[config.mk]
export PLATFORM = sky130hd
export DESIGN_NAME = seq_detector_param
export DESIGN_NICKNAME = d
export VERILOG_FILES = /design/src/rtl/seq_detector_param.sv
export SDC_FILE = /design/constraint.sdc
export NUM_CORES = 1
export LEC_CHECK = 0
export CAP_MARGIN = 20
export CORE_UTILIZATION = 35
export CTS_CLUSTER_DIAMETER = 200
export DETAILED_ROUTE_END_ITERATION = 7
export DONT_BUFFER_PORTS = 1
export PLACE_DENSITY = 0.55
export SKIP_CTS_REPAIR_TIMING = 1
export SLEW_MARGIN = 20
export SYNTH_ARGS = -nofsm -noshare
export SYNTH_HDL_FRONTEND = slang
export SYNTH_SLANG_ARGS = --single-unit
[constraint.sdc]
create_clock -name clk -period 2.2 [get_ports clk]
set_clock_uncertainty 0.1 [all_clocks]
set_input_delay 0.44 -clock clk [delete_from_list [all_inputs] [get_ports clk]]
set_output_delay 0.44 -clock clk [all_outputs]
set_load 0.02 [all_outputs]
[src/rtl/seq_detector_param.sv]
// seq_detector_param: serial pattern detector with Mealy flag, programmable pattern, overlap select and saturating match count (optional SEQDET_MASK_EN adds a don't-care mask)
module seq_detector_param #(
    parameter int PAT_LEN = 4,
    parameter int CNT_W   = 8
) (
    input  logic               clk,
    input  logic               clr,
    input  logic               in,
    input  logic               in_valid,
    input  logic [PAT_LEN-1:0] pat,
`ifdef SEQDET_MASK_EN
    input  logic [PAT_LEN-1:0] mask,
`endif
    input  logic               ovl,
    output logic               out,
    output logic [CNT_W-1:0]   match_cnt,
    output logic               armed
);
    localparam int FW = $clog2(PAT_LEN);
    localparam logic [FW-1:0] FULL = FW'(PAT_LEN - 1);
    typedef enum logic [1:0] {EMPTY, FILLING, ARMED} state_t;
    state_t             state;
    logic [PAT_LEN-2:0] hist;
    logic [FW-1:0]      fill, fill_n;
    logic [PAT_LEN-1:0] word, diff;
    assign armed = (state == ARMED);
    // Compare held history plus the bit on the wire; gated until a full window is held
    always_comb begin
        word = {hist, in};
`ifdef SEQDET_MASK_EN
        diff = (word ^ pat) & ~mask;
`else
        diff = word ^ pat;
`endif
        out    = in_valid && armed && diff == '0;
        fill_n = (fill == FULL) ? FULL : fill + FW'(1);
    end
    // Shift history, track fill level and state, count matches without wrapping
    always_ff @(posedge clk or posedge clr) begin
        if (clr) begin
            hist      <= '0;
            fill      <= '0;
            state     <= EMPTY;
            match_cnt <= '0;
        end else if (in_valid) begin
            if (out && match_cnt != '1) match_cnt <= match_cnt + CNT_W'(1);
            if (out && !ovl) begin
                hist  <= '0;
                fill  <= '0;
                state <= EMPTY;
            end else begin
                hist  <= word[PAT_LEN-2:0];
                fill  <= fill_n;
                state <= (fill_n == FULL) ? ARMED : FILLING;
            end
        end
    end
endmodule

==> impl_metrics.json <==
{
  "critPathMaxFanout": 6,
  "r2r-start": "match_cnt[0]$_DFFE_PP0P_",
  "drive_gt1_share_pct": 11.54,
  "syn_inst": 74,
  "synth.avg_cell_area_um2": 10.14,
  "cp.arrival_ns": 1.33,
  "rsz0062_at_grt": "false",
  "cts_tree": "built",
  "yosysMostFrequentCell": "dfrtp_1",
  "min_period_ns": 1.869,
  "power_mw": 0.6000,
  "yosys_warnings": 0,
  "utilization_pct": 41.10,
  "hpwl_um": 947.3,
  "grt_use_met1_pct": 15.80,
  "diodes": 0,
  "ant_nets": 0,
  "leakagePower_nw": 0.3563,
  "r2r_setup_slack_ns": 0.45,
  "syn_area_um2": 750.7,
  "setup_ws_ns": 0.3308,
  "drt-initial-drc-count": 6,
  "vias": 515,
  "pwr_density_cell_nw_per_um2": 736.6,
  "hold_violations": 15,
  "hp-class": "in -> async",
  "synthTopCellsByArea": "dfrtp_1 50%, xnor2_1 8.2%, o22ai_1 4.2%",
  "grtUsageTotal_pct": 12.62,
  "required_ns": 1.66,
  "clk_pin_slew_ns": 0.09,
  "die_w_um": 48.32,
  "use_met3_pct": 7.233,
  "grt_pass1_vias": 487,
  "holdWs_ns": -0.01080,
  "remaining_drc_errors": 0,
  "rows": 16,
  "first_pass_iters": 2,
  "gr-total-overflow": 0,
  "ys.flop_type": "dfrtp_1",
  "place_congestion": 0.6990,
  "cts_root_buffer": "clkbuf_4",
  "grt_pass1_wl_um": 2208,
  "worst_pin_slew_ns": 0.5684,
  "fp.coreArea_um2": 1982,
  "outcome": "finished, violations left",
  "start_util_pct": 37.88,
  "syn_to_final_growth_pct": 8.500,
  "synth_top_area_share_pct": 50.00,
  "stdcell_area_um2": 814.5,
  "synth-seq-area-share_pct": 50.00,
  "fp.dieArea_um2": 2334,
  "reg2reg_depth": 5,
  "syn_nets": 84,
  "grt_use_met2_pct": 18.08,
  "htreeDepth": 1,
  "cp-start-kind": "flip-flop",
  "clk_path_buf_depth": 2,
  "fillCellCount": 195,
  "relSlewSlack_pct": 62.07,
  "synth-async-reset-ratio_pct": 100.0,
  "ys_seq_elements": 15,
  "max_cap_viol_count": 0,
  "crit_type": "reg -> out",
  "synth_edf_count": 0,
  "nNetsFinal": 89,
  "place_ws_ns": 0.4241,
  "synth_top_cells_by_count": "15 x dfrtp_1, 8 x inv_1, 7 x nand2_1, 7 x xnor2_1, 6 x nor2_1",
  "antenna_found_initial": 0,
  "setup_viol": 0,
  "post-route-period-util_pct": 84.96,
  "fmaxAchievable_mhz": 535.0,
  "grt_max_degree": 16,
  "worstSkewPairLatency_ns": 0.28,
  "reg2reg_to": "match_cnt[1]$_DFFE_PP0P_",
  "busiest_layer": "met2",
  "die_h_um": 48.32,
  "ir_drop_v": 0.0003978,
  "cts_sinks": 15,
  "ys_types": 24,
  "placed_area_um2": 788.3,
  "numPortBuffers": 0,
  "fin_setup_tns_ns": 0,
  "via_per_inst": 4.905,
  "violations": "negative hold slack",
  "critPathCaptureType": "output port",
  "ios": 19,
  "wl_um": 1256,
  "synth_area_leader_cell": "dfrtp_1",
  "post_drt_wl_per_cell_um": 11.96,
  "slew_violations": 0,
  "cts_buffers": 3
}
## worst max-delay path: stages (launching register included)
cell,delay (ns)
dfrtp_1,0.41
xnor2_1,0.19
nand3_2,0.17
nor2_4,0.27
## placed cells by master (no fill, tap or decap), types with 3 or more instances in the layout
cell	synthesis	final
inv_1	8	8
nor2_1	6	6
o22ai_1	5	5
clkbuf_4	0	3
dfrtp_1	15	15
nand4_1	3	3
xnor2_1	7	7
a21oi_1	3	3
nand2_1	7	7
## layer usage
metal / vias up / share of wire [%]
li1: 259 / -
met1: 242 / 49
met2: 12 / 44
met3: 2 / 6.1
met4: 0 / 0.88
met5: - / 0
## sequential cells by signal, indices dropped and copies added, names as in the netlist
signal,count
match_cnt,8
hist,3
fill,2
state,2
## report_power, final
group | internal, mW | total, mW | switching, mW
clock | 0.0704 | 0.156 | 0.0857
sequential | 0.304 | 0.357 | 0.0527
combinational | 0.0387 | 0.0870 | 0.0483
total | 0.413 | 0.600 | 0.187
## worst max-delay path by stage
| stage | startpoint | depth (start not counted) | slack, ns | end |
|---|---|---|---|---|
| 4_1_cts | hist[0]$_DFFE_PP0P_ | 3 | 0.30 | out |
| 3_3_place_gp | pat[3] | 5 | 0.40 | match_cnt[6]$_DFFE_PP0P_ |
| 5_1_grt | hist[2]$_DFFE_PP0P_ | 3 | 0.21 | out |
| 3_5_place_dp | pat[3] | 5 | 0.42 | match_cnt[6]$_DFFE_PP0P_ |
| 6_report | hist[0]$_DFFE_PP0P_ | 3 | 0.33 | out |
| 2_1_floorplan | state[0]$_DFFE_PP0P_ | 5 | 0.47 | match_cnt[6]$_DFFE_PP0P_ |
## final cells by class
class | instances | area, um^2 | area share [%]
clock buffers | 4 | 26.28 | 3.226
inverters | 8 | 30.03 | 3.687
multi-input cells | 50 | 341.6 | 41.94
flip-flops and latches | 15 | 375.4 | 46.08
well taps | 27 | 33.78 | 4.147
repair buffers | 1 | 7.507 | 0.9217
## cells by family (layout without fill, tap and decap cells)
| logic type | Yosys count | count (layout) | synth area share, % |
|---|---|---|---|
| XOR/XNOR | 8 | 8 | 9.334 |
| AND/OR/NAND/NOR | 26 | 26 | 20.67 |
| AO/OA/AOI/OAI | 12 | 12 | 9.499 |
| buffers and inverters | 9 | 13 | 4.500 |
| multiplexers | 3 | 3 | 4.333 |
| flip-flops | 15 | 15 | 50.00 |
| adder cells (fa/ha/maj) | 1 | 1 | 1.666 |
## per-stage QoR
step                      cells  hold WS (ns)
after floorplan              74        0.2415
after global placement      101        0.3358
after detailed placement    101        0.3208
after CTS                   105      0.006458
after global routing        105       0.02896
final                       105      -0.01080
Power figures use the tool's default switching activity.
==> edit 1, RTL diff (same flow settings) <==
Build with the macro `SEQDET_MASK_EN` defined.
--- a/src/rtl/seq_detector_param.sv
+++ b/src/rtl/seq_detector_param.sv
@@ -1,4 +1,6 @@
 // seq_detector_param: serial pattern detector with Mealy flag, programmable pattern, overlap select and saturating match count (optional SEQDET_MASK_EN adds a don't-care mask)
+`define SEQDET_MASK_EN
+
 module seq_detector_param #(
     parameter int PAT_LEN = 4,
     parameter int CNT_W   = 8
Interface: changed (added mask); port bits go from 19 to 23. The function was not compared with the original's and may differ.
==> edit 1 against the original RTL <==
- the run still ends with hold timing left
- die area grew 6.9%
- design area rose by 4.8%
- sequential cell count is the same
- wire length increased by 16%
- worst setup slack lost 0.21 ns
- fmax is 10% lower
- synthesized area grew 7.2%
- largest cell class is now multi-input combinational cells
Power is not compared: it rests on default switching activity, and its combinational part moved more than twofold at a synthesized area within 25%.
==> edit 1: results (changes against the original RTL) <==
{
  "status": {"value": "finished, violations left", "change": "unchanged"},
  "failed_checks": {"value": "hold timing", "change": "unchanged"},
  "fin_hold_ws": {"value": -0.00171, "unit": "ns", "change": "was -0.0108 ns"},
  "max_slew_margin": {"value": 61.0, "unit": "%", "change": "was 62.1%"},
  "report.final.hold_viol_count": {"value": 4, "change": "was 15"},
  "placed_area": {"value": 827, "unit": "um2", "change": "was 788 um2"},
  "final_wtd_congestion": {"value": 0.736, "change": "was 0.699"},
  "critical_path.startpoint": {"value": "hist[2]", "change": "was hist[0]"},
  "num_vias": {"value": 521, "change": "was 515"},
  "post_placement_worst_setup_slack": {"value": 0.387, "unit": "ns", "change": "was 0.424 ns"},
  "cp.arrival": {"value": 1.54, "unit": "ns", "change": "was 1.33 ns"},
  "top_family_by_delay_on_critical_path": {"value": "flip-flops", "change": "was simple AND/OR/NAND/NOR gates"},
  "post-dp-hpwl": {"value": 1.10, "unit": "mm", "change": "was 947 um"},
  "dr.first_iter.drc_count": {"value": 9, "change": "was 6"},
  "synthCells": {"value": 70, "change": "was 74"},
  "r2r_setup_slack": {"value": 0.40, "unit": "ns", "change": "was 0.45 ns"},
  "synth.top_cells.by_area": {"value": "sky130_fd_sc_hd__dfrtp_1, sky130_fd_sc_hd__xor2_1, sky130_fd_sc_hd__mux2i_1", "change": "was sky130_fd_sc_hd__dfrtp_1, sky130_fd_sc_hd__xnor2_1, sky130_fd_sc_hd__o22ai_1"},
  "ys_seq_area_share": {"value": 46.7, "unit": "%", "change": "was 50.0%"},
  "wl_per_cell": {"value": 14.5, "unit": "um", "change": "was 12.0 um"},
  "gr-usage-all-layers": {"value": 13.0, "unit": "%", "change": "was 12.6%"},
  "yosys.cell_types.count": {"value": 26, "change": "was 24"},
  "proportion_of_layout_cells_with_a_drive_suffix_above_1": {"value": 15.1, "unit": "%", "change": "was 11.5%"},
  "numPlacedInstances": {"value": 96, "change": "was 101"},
  "postRouteWirelength": {"value": 1.45, "unit": "mm", "change": "was 1.26 mm"},
  "critPathMaxFanout": {"value": 9, "change": "was 6"},
  "final_net_count": {"value": 88, "change": "was 89"}
}
-- edit 1: cells by family after synthesis --
logic type / count (synthesis) / share of synthesized area, %
DFF: 15 / 46.7
AOI/OAI and AO/OA: 4 / 6.06
and+or+nand+nor: 30 / 23.5
buffers and inverters: 3 / 2.33
muxes: 7 / 9.02
adders and majority gates: 1 / 1.55
xor gates and xnor gates: 10 / 10.9
-- edit 1: layout make-up --
| class | instances | area [um2] |
|---|---|---|
| Clock buffer | 4 | 26.3 |
| Fill cell | 200 | 1210 |
| Inverter | 2 | 7.51 |
| Multi-Input combinational cell | 52 | 410 |
| Sequential cell | 15 | 375 |
| Tap cell | 27 | 33.8 |
-- edit 1: per-layer routing --
metal	share of wire [%]	track usage (%)	up-vias
met3	5.3	3.70	2
met5	0	0	-
met4	0.96	7.14	0
met2	45	18.5	12
li1	-	-	253
met1	49	17.5	254
